$ cat config.mk
export PLATFORM = sky130hd
export DESIGN_NAME = kv_req_arbiter
export DESIGN_NICKNAME = d
export VERILOG_FILES = /design/src/rtl/kv_req_arbiter.sv
export SDC_FILE = /design/constraint.sdc
export NUM_CORES = 1
export LEC_CHECK = 0
export CAP_MARGIN = 20
export CORE_AREA = 2 2 131 133
export CTS_BUF_LIST = sky130_fd_sc_hd__clkbuf_16
export DETAILED_ROUTE_END_ITERATION = 16
export DIE_AREA = 0 0 133 135
export PLACE_DENSITY = 0.84
export SYNTH_ARGS = -nofsm -noshare
export SYNTH_HDL_FRONTEND = slang
export SYNTH_SLANG_ARGS = --single-unit
$ cat constraint.sdc
create_clock -name clk156 -period 10.3 [get_ports clk156]
set_clock_uncertainty 0.15 [all_clocks]
set_input_delay 1.545 -clock clk156 [delete_from_list [all_inputs] [get_ports clk156]]
set_output_delay 1.545 -clock clk156 [all_outputs]
set_load 0.005 [all_outputs]
$ cat src/rtl/kv_req_arbiter.sv
// kv_req_arbiter: shares the single KV-store lookup port between two parser
// channels. Round-robin grant, up to MAX_OUTS lookups in flight, and a tag
// FIFO that routes each in-order DB reply back to the port that issued it.
module kv_req_arbiter #(
    parameter int unsigned KEY_SIZE = 96,
    parameter int unsigned FLAG_W   = 4,
    parameter int unsigned MAX_OUTS = 4,
    localparam int unsigned PTR_W   = $clog2(MAX_OUTS),
    localparam int unsigned CNT_W   = $clog2(MAX_OUTS) + 1
) (
    input  logic                clk156,
    input  logic                eth_rst,
    // port 0: suspect lookups
    input  logic                req0_valid,
    output logic                req0_ready,
    input  logic [KEY_SIZE-1:0] req0_key,
    input  logic [FLAG_W-1:0]   req0_flag,
    // port 1: filter lookups
    input  logic                req1_valid,
    output logic                req1_ready,
    input  logic [KEY_SIZE-1:0] req1_key,
    input  logic [FLAG_W-1:0]   req1_flag,
    // KV store request side
    output logic [KEY_SIZE-1:0] in_key,
    output logic [FLAG_W-1:0]   in_flag,
    output logic                in_valid,
    // KV store reply side
    input  logic                out_valid,
    input  logic [FLAG_W-1:0]   out_flag,
    // routed replies
    output logic                rsp0_valid,
    output logic [FLAG_W-1:0]   rsp0_flag,
    output logic                rsp1_valid,
    output logic [FLAG_W-1:0]   rsp1_flag,
    // status
    output logic [CNT_W-1:0]    outs_cnt,
    output logic                err_unexp,
    output logic [7:0]          err_cnt
);

    logic                last_grant_q;  // ID of the most recently granted port
    logic [MAX_OUTS-1:0] tag_q;         // one requester ID per in-flight lookup
    logic [PTR_W-1:0]    wr_ptr_q;
    logic [PTR_W-1:0]    rd_ptr_q;
    logic [CNT_W-1:0]    cnt_q;

    logic can_issue;
    logic grant0;
    logic grant1;
    logic push;
    logic pop;
    logic head_id;
    logic unexp;

    // A reply in this cycle does not free a slot until the next cycle.
    assign can_issue = (cnt_q < CNT_W'(MAX_OUTS));
    assign push      = grant0 | grant1;
    assign pop       = out_valid && (cnt_q != '0);
    assign unexp     = out_valid && (cnt_q == '0);
    assign head_id   = tag_q[rd_ptr_q];

    assign req0_ready = grant0;
    assign req1_ready = grant1;
    assign outs_cnt   = cnt_q;

    // Round-robin arbitration: on a tie, grant the port that did not win last.
    always_comb begin
        grant0 = 1'b0;
        grant1 = 1'b0;
        if (can_issue) begin
            if (req0_valid && req1_valid) begin
                grant0 = last_grant_q;
                grant1 = ~last_grant_q;
            end else begin
                grant0 = req0_valid;
                grant1 = req1_valid;
            end
        end
    end

    // Round-robin pointer; reset to 1 so port 0 wins the first tie.
    always_ff @(posedge clk156 or posedge eth_rst) begin
        if (eth_rst) begin
            last_grant_q <= 1'b1;
        end else if (push) begin
            last_grant_q <= grant1;
        end
    end

    // Tag FIFO: push requester ID on issue, pop head on a matched reply.
    always_ff @(posedge clk156 or posedge eth_rst) begin
        if (eth_rst) begin
            tag_q    <= '0;
            wr_ptr_q <= '0;
            rd_ptr_q <= '0;
            cnt_q    <= '0;
        end else begin
            if (push) begin
                tag_q[wr_ptr_q] <= grant1;
                wr_ptr_q        <= wr_ptr_q + PTR_W'(1);
            end
            if (pop) begin
                rd_ptr_q <= rd_ptr_q + PTR_W'(1);
            end
            if (push && !pop) begin
                cnt_q <= cnt_q + CNT_W'(1);
            end else if (pop && !push) begin
                cnt_q <= cnt_q - CNT_W'(1);
            end
        end
    end

    // Request register towards the KV store; key/flag hold between issues.
    always_ff @(posedge clk156 or posedge eth_rst) begin
        if (eth_rst) begin
            in_valid <= 1'b0;
            in_key   <= '0;
            in_flag  <= '0;
        end else begin
            in_valid <= push;
            if (push) begin
                in_key  <= grant1 ? req1_key : req0_key;
                in_flag <= grant1 ? req1_flag : req0_flag;
            end
        end
    end

    // Reply routing: pulse the owner's valid; the other port's flag holds.
    always_ff @(posedge clk156 or posedge eth_rst) begin
        if (eth_rst) begin
            rsp0_valid <= 1'b0;
            rsp0_flag  <= '0;
            rsp1_valid <= 1'b0;
            rsp1_flag  <= '0;
        end else begin
            rsp0_valid <= pop && !head_id;
            rsp1_valid <= pop && head_id;
            if (pop && !head_id) begin
                rsp0_flag <= out_flag;
            end
            if (pop && head_id) begin
                rsp1_flag <= out_flag;
            end
        end
    end

    // Unexpected-reply pulse and saturating error counter.
    always_ff @(posedge clk156 or posedge eth_rst) begin
        if (eth_rst) begin
            err_unexp <= 1'b0;
            err_cnt   <= '0;
        end else begin
            err_unexp <= unexp;
            if (unexp && (err_cnt != 8'hFF)) begin
                err_cnt <= err_cnt + 8'd1;
            end
        end
    end

endmodule

-- After elaboration in Yosys (flattened, before gate mapping)
Cells that the tools add are included.
- flip-flop bits (word level): 132
- input bits: 209
- output and inout port bits: 125
- add/subtract/negate cells: 5
- $lt $le $gt $ge: 4
- equal/unequal tests: 1
- multiplexer cells: 13
- bitwise operators: 2
- reduce and logical (&&, ||, !) cells: 15
- operators by type and width (kind ; number):
    96-bit two-way mux ; 1
    1-bit logical AND ; 9
    8-bit by 1-bit adder with 8-bit output (second input constant) ; 1
    8-bit != test (second input constant) ; 1
    2-bit by 3-bit < comparator with 1-bit output (second input constant) ; 2
    1-bit two-way mux ; 6
    3-bit two-way mux ; 2
    2-bit by 1-bit adder with 2-bit output (second input constant) ; 2
    4-bit bitwise mux ; 1
    4-bit two-way mux ; 1
    3-bit by 1-bit adder with 3-bit output (second input constant) ; 1
    1-bit logical NOT ; 3
    3-bit logical NOT ; 1
    3-bit < comparator (second input constant) ; 1
    3-bit nonzero test ; 1
    3-bit by 1-bit subtractor with 3-bit output (second input constant) ; 1
    1-bit binary-select mux with 2-bit select ; 1
    1-bit demux with 2-bit select ; 1
    2-bit by 1-bit >= comparator with 1-bit output (second input constant) ; 1
    2-bit nonzero test ; 1
    1-bit inverter ; 1
    1-bit bitwise OR ; 1

-- Longest topological paths before layout
- depth in word-level cells: 8
- depth in mapped cells: 9
- gate-level depth less buffers: 8

-- Worst setup path before layout
OpenSTA, ideal clock, no wires.
- path kind: input to output
- start point: input req1_valid
- end point: output req0_ready
- arrival: 2.138 ns
- required time: 8.605 ns
- slack: 6.467 ns
- stages on the path: 3
- path buffers: 2
- cells stage by stage: buf_2 > clkbuf_1 > a211oi_1
- word-level cells in the longest chain between the ends: 3
- RTL lines (what ; line ; RTL):
    from (decl) ; 19 ; input logic req1_valid,
    1-bit logical AND ; 71 ; if (req0_valid && req1_valid) begin
    1-bit two-way mux ; 71 ;
    1-bit two-way mux ; 70 ; if (can_issue) begin
    to (decl) ; 15 ; output logic req0_ready,
No other way between the ends.

-- Final worst setup path
- start point: input req0_valid
- end point: output req1_ready
- word-level cells in the longest chain between the ends: 3
- RTL lines (what ; line ; RTL):
    from (decl) ; 14 ; input logic req0_valid,
    1-bit logical AND ; 71 ;
    1-bit two-way mux ; 71 ;
    1-bit two-way mux ; 70 ;
    to (decl) ; 20 ; output logic req1_ready,
No other way between the ends.

==> flow_metrics.env <==
export IMPL_status="finished, final reports clean"
export IMPL_grt_overflow=0
export IMPL_clock_fmax_mhz=210
export IMPL_final_cell_mix="clkdlybuf4s50_1 (332), dfrtp_1 (131), nor2_1 (104)"
export IMPL_nets=1193
export IMPL_numCtsBuffers=17
export IMPL_path_buf_inv=2
export IMPL_remaining_drc_errors=0
export IMPL_hold_path_class="reg -> reg"
export IMPL_area_growth_pct=59.5
export IMPL_yosysUniqueCellTypes=38
export IMPL_die_height_um=135
export IMPL_worstSetupPathType="in -> out"
export IMPL_crit_top_cell="clkdlybuf4s50_1"
export IMPL_critPathLaunchType="input port"
export IMPL_rsz0062_at_grt="false"
export IMPL_initial_core_util=0.410
export IMPL_hold_slack_ns=0.338
export IMPL_path_cells="clkdlybuf4s50_1, and2_2, nor2_1, clkdlybuf4s50_1"
export IMPL_fillers=1307
export IMPL_clock_sinks=132
export IMPL_wl_per_cell_um=19.4
export IMPL_yosysWarningCount=0
export IMPL_htreeDepth=4
export IMPL_layout_commonest_cell="clkdlybuf4s50_1"
export IMPL_cp_max_fo=5
export IMPL_period_share=0.462
export IMPL_dr_pass1_iters=6
export IMPL_sw_frac_of_total=0.358
export IMPL_gr_usage_all_layers=0.261
export IMPL_drt_iter0_drc=411
export IMPL_ant_nets=0
export IMPL_antenna_cells=0
export IMPL_ys_dominant_reg_cell="dfrtp_1"
export IMPL_final_max_slew_viol_count=0
export IMPL_antenna_found_initial=0
export IMPL_cp_arrival_ns=3.07
export IMPL_slowest_stage="clkdlybuf4s50_1"
export IMPL_post_cts_repair_setup_buffers=0
export IMPL_ys_seq_area_frac=0.491
export IMPL_portBuffers=333
export IMPL_synth_area_leader_cell="dfrtp_1"
export IMPL_critPathCaptureType="output port"
export IMPL_setup_violations_final=0
export IMPL_cp_top_family="buffers and inverters"
export IMPL_grt_pass1_vias=6948
export IMPL_hpwl_um=14500
export IMPL_num_vias=7025
export IMPL_fp_dieW_um=133
export IMPL_avgViaCountPerCell=5.82
export IMPL_p_leak_uw=0.00402
export IMPL_slew_headroom=0.223
export IMPL_p_per_area_nw_per_um2=276
export IMPL_io_pins=334
export IMPL_tightest_slew_ns=1.17
export IMPL_drive_above_1_share=0.0698
export IMPL_grt_pass1_wl_um=37000
export IMPL_ctsResizeCount=0
export IMPL_tns_ns=0
export IMPL_core_area_um2=16400
export IMPL_netlist_area_um2=6730
export IMPL_cell_internal_pwr_uw=1900
export IMPL_dieArea_um2=18000
export IMPL_netSwitchingPower_uw=1060
export IMPL_crit_required_ns=8.61
export IMPL_rows=47
export IMPL_clockBufferDepth=2
export IMPL_ir_worst_vdd_mv=0.128
export IMPL_cts_tree="yes"
export IMPL_hold_violations=0
export IMPL_async_reset_ff_frac=1.00
export IMPL_synth_edf_count=0
export IMPL_worstSkewPairLatency_ns=0.41
export IMPL_synthTopCellsByArea="dfrtp_1 (49%), o2111ai_1 (13%), a31oi_1 (9.3%), o21ai_0 (7.6%), nor2_1 (5.8%)"
export IMPL_seqPwrFrac=0.315
export IMPL_postCtsHoldBufs=0
export IMPL_drt_wl_total_um=23500
export IMPL_syn_inst=702
export IMPL_clk_pin_slew_worst_paths_ns=0.05
export IMPL_grt_max_degree=103
export IMPL_yosysTopAreaCellShare=0.487
export IMPL_comb_power_share=0.474
export IMPL_clkPwrFrac=0.210
export IMPL_cap_violations=0
export IMPL_syn_nets=918
export IMPL_synth_seq_cells=132
export IMPL_routabilityCongestion=0.793
export IMPL_cpPeakStageDelay_ns=0.60
export IMPL_cts_root_buffer="clkbuf_16"
export IMPL_post_route_min_period_ns=4.76
export IMPL_avgSynthCellArea_um2=9.59
## metal layers
layer	wire length (µm)	global-route usage	up-vias	share of wire
li1	-	-	3251	-
met1	9070	0.315	3389	0.39
met2	11800	0.438	325	0.50
met3	1780	0.0664	60	0.076
met4	786	0.125	0	0.033
met5	0	0	-	0
## state kept, by name, summed over array words and instances (netlist names)
name / count
in_key: 96
err_cnt: 8
in_flag: 4
rsp0_flag: 4
rsp1_flag: 4
tag_q: 4
outs_cnt: 3
rd_ptr_q: 2
wr_ptr_q: 2
err_unexp: 1
in_valid: 1
last_grant_q: 1
rsp0_valid: 1
rsp1_valid: 1
## power groups by stage
stage / clock, µW / sequential, µW / combinational, µW
finish: 622 / 933 / 1400
floorplan: 0 / 941 / 649
CTS: 631 / 934 / 1400
global placement: 0 / 930 / 1360
global route: 656 / 966 / 1530
detailed placement: 0 / 939 / 1390
## metrics by stage
step                instance area [µm²]  power [µW]  std cells  utilization  setup slack (ns)
floorplan                          6730        1590        702            -              5.08
global placement                  10100        2290       1175        0.613              5.55
detailed placement                10100        2330       1175        0.613              5.53
CTS                               10700        2960       1205        0.649              5.53
global route                      10700        3150       1208        0.654              5.45
finish                            10700        2960       1208        0.654              5.54
## synthesized netlist by cell type (7+ instances only)
library cell  instances
xnor2_1               8
a31oi_1             100
dfrtp_1             131
nor2_1              104
buf_2                22
clkbuf_1             57
clkbuf_2              7
inv_1                11
o21ai_0             102
mux2_2               13
o2111ai_1           100
## path summary, 6_finish.rpt
check / startpoint / endpoint / slack, ns / depth (start not counted)
worst max-delay path: req0_valid / req1_ready / 5.54 / 4
worst min-delay path: rd_ptr_q[1] / rd_ptr_q[1] / 0.34 / 1
worst max register to register: outs_cnt[2] / outs_cnt[2] / 7.66 / 7
worst min register to register: rd_ptr_q[1] / rd_ptr_q[1] / 0.34 / 1
max in group asynchronous: eth_rst / in_key[23] / 7.61 / 4
min in group asynchronous: eth_rst / in_key[38] / 1.39 / 2
## cells by family (layout without fill, tap and decap cells)
logic type               Yosys count  after routing  share of synthesized area
buffers and inverters            100            386                     0.0612
adder cells (fa/ha/maj)            7              7                     0.0141
multiplexers                      18             18                     0.0325
AND/OR/NAND/NOR                  124            124                     0.0787
AO/OA/AOI/OAI                    312            312                      0.311
XOR/XNOR                           9              9                     0.0117
flip-flops                       132            132                      0.491
## final cells by class
class                           instances  area (µm²)  share of cell area
Inverter                               11        50.0             0.00466
Multi-Input combinational cell        470        3030               0.282
Tap cell                              220         275              0.0256
Clock inverter                         13         169              0.0157
Sequential cell                       132        3300               0.308
Timing Repair Buffer                  345        3480               0.324
Clock buffer                           17         425              0.0396
Power figures use the tool's default switching activity.
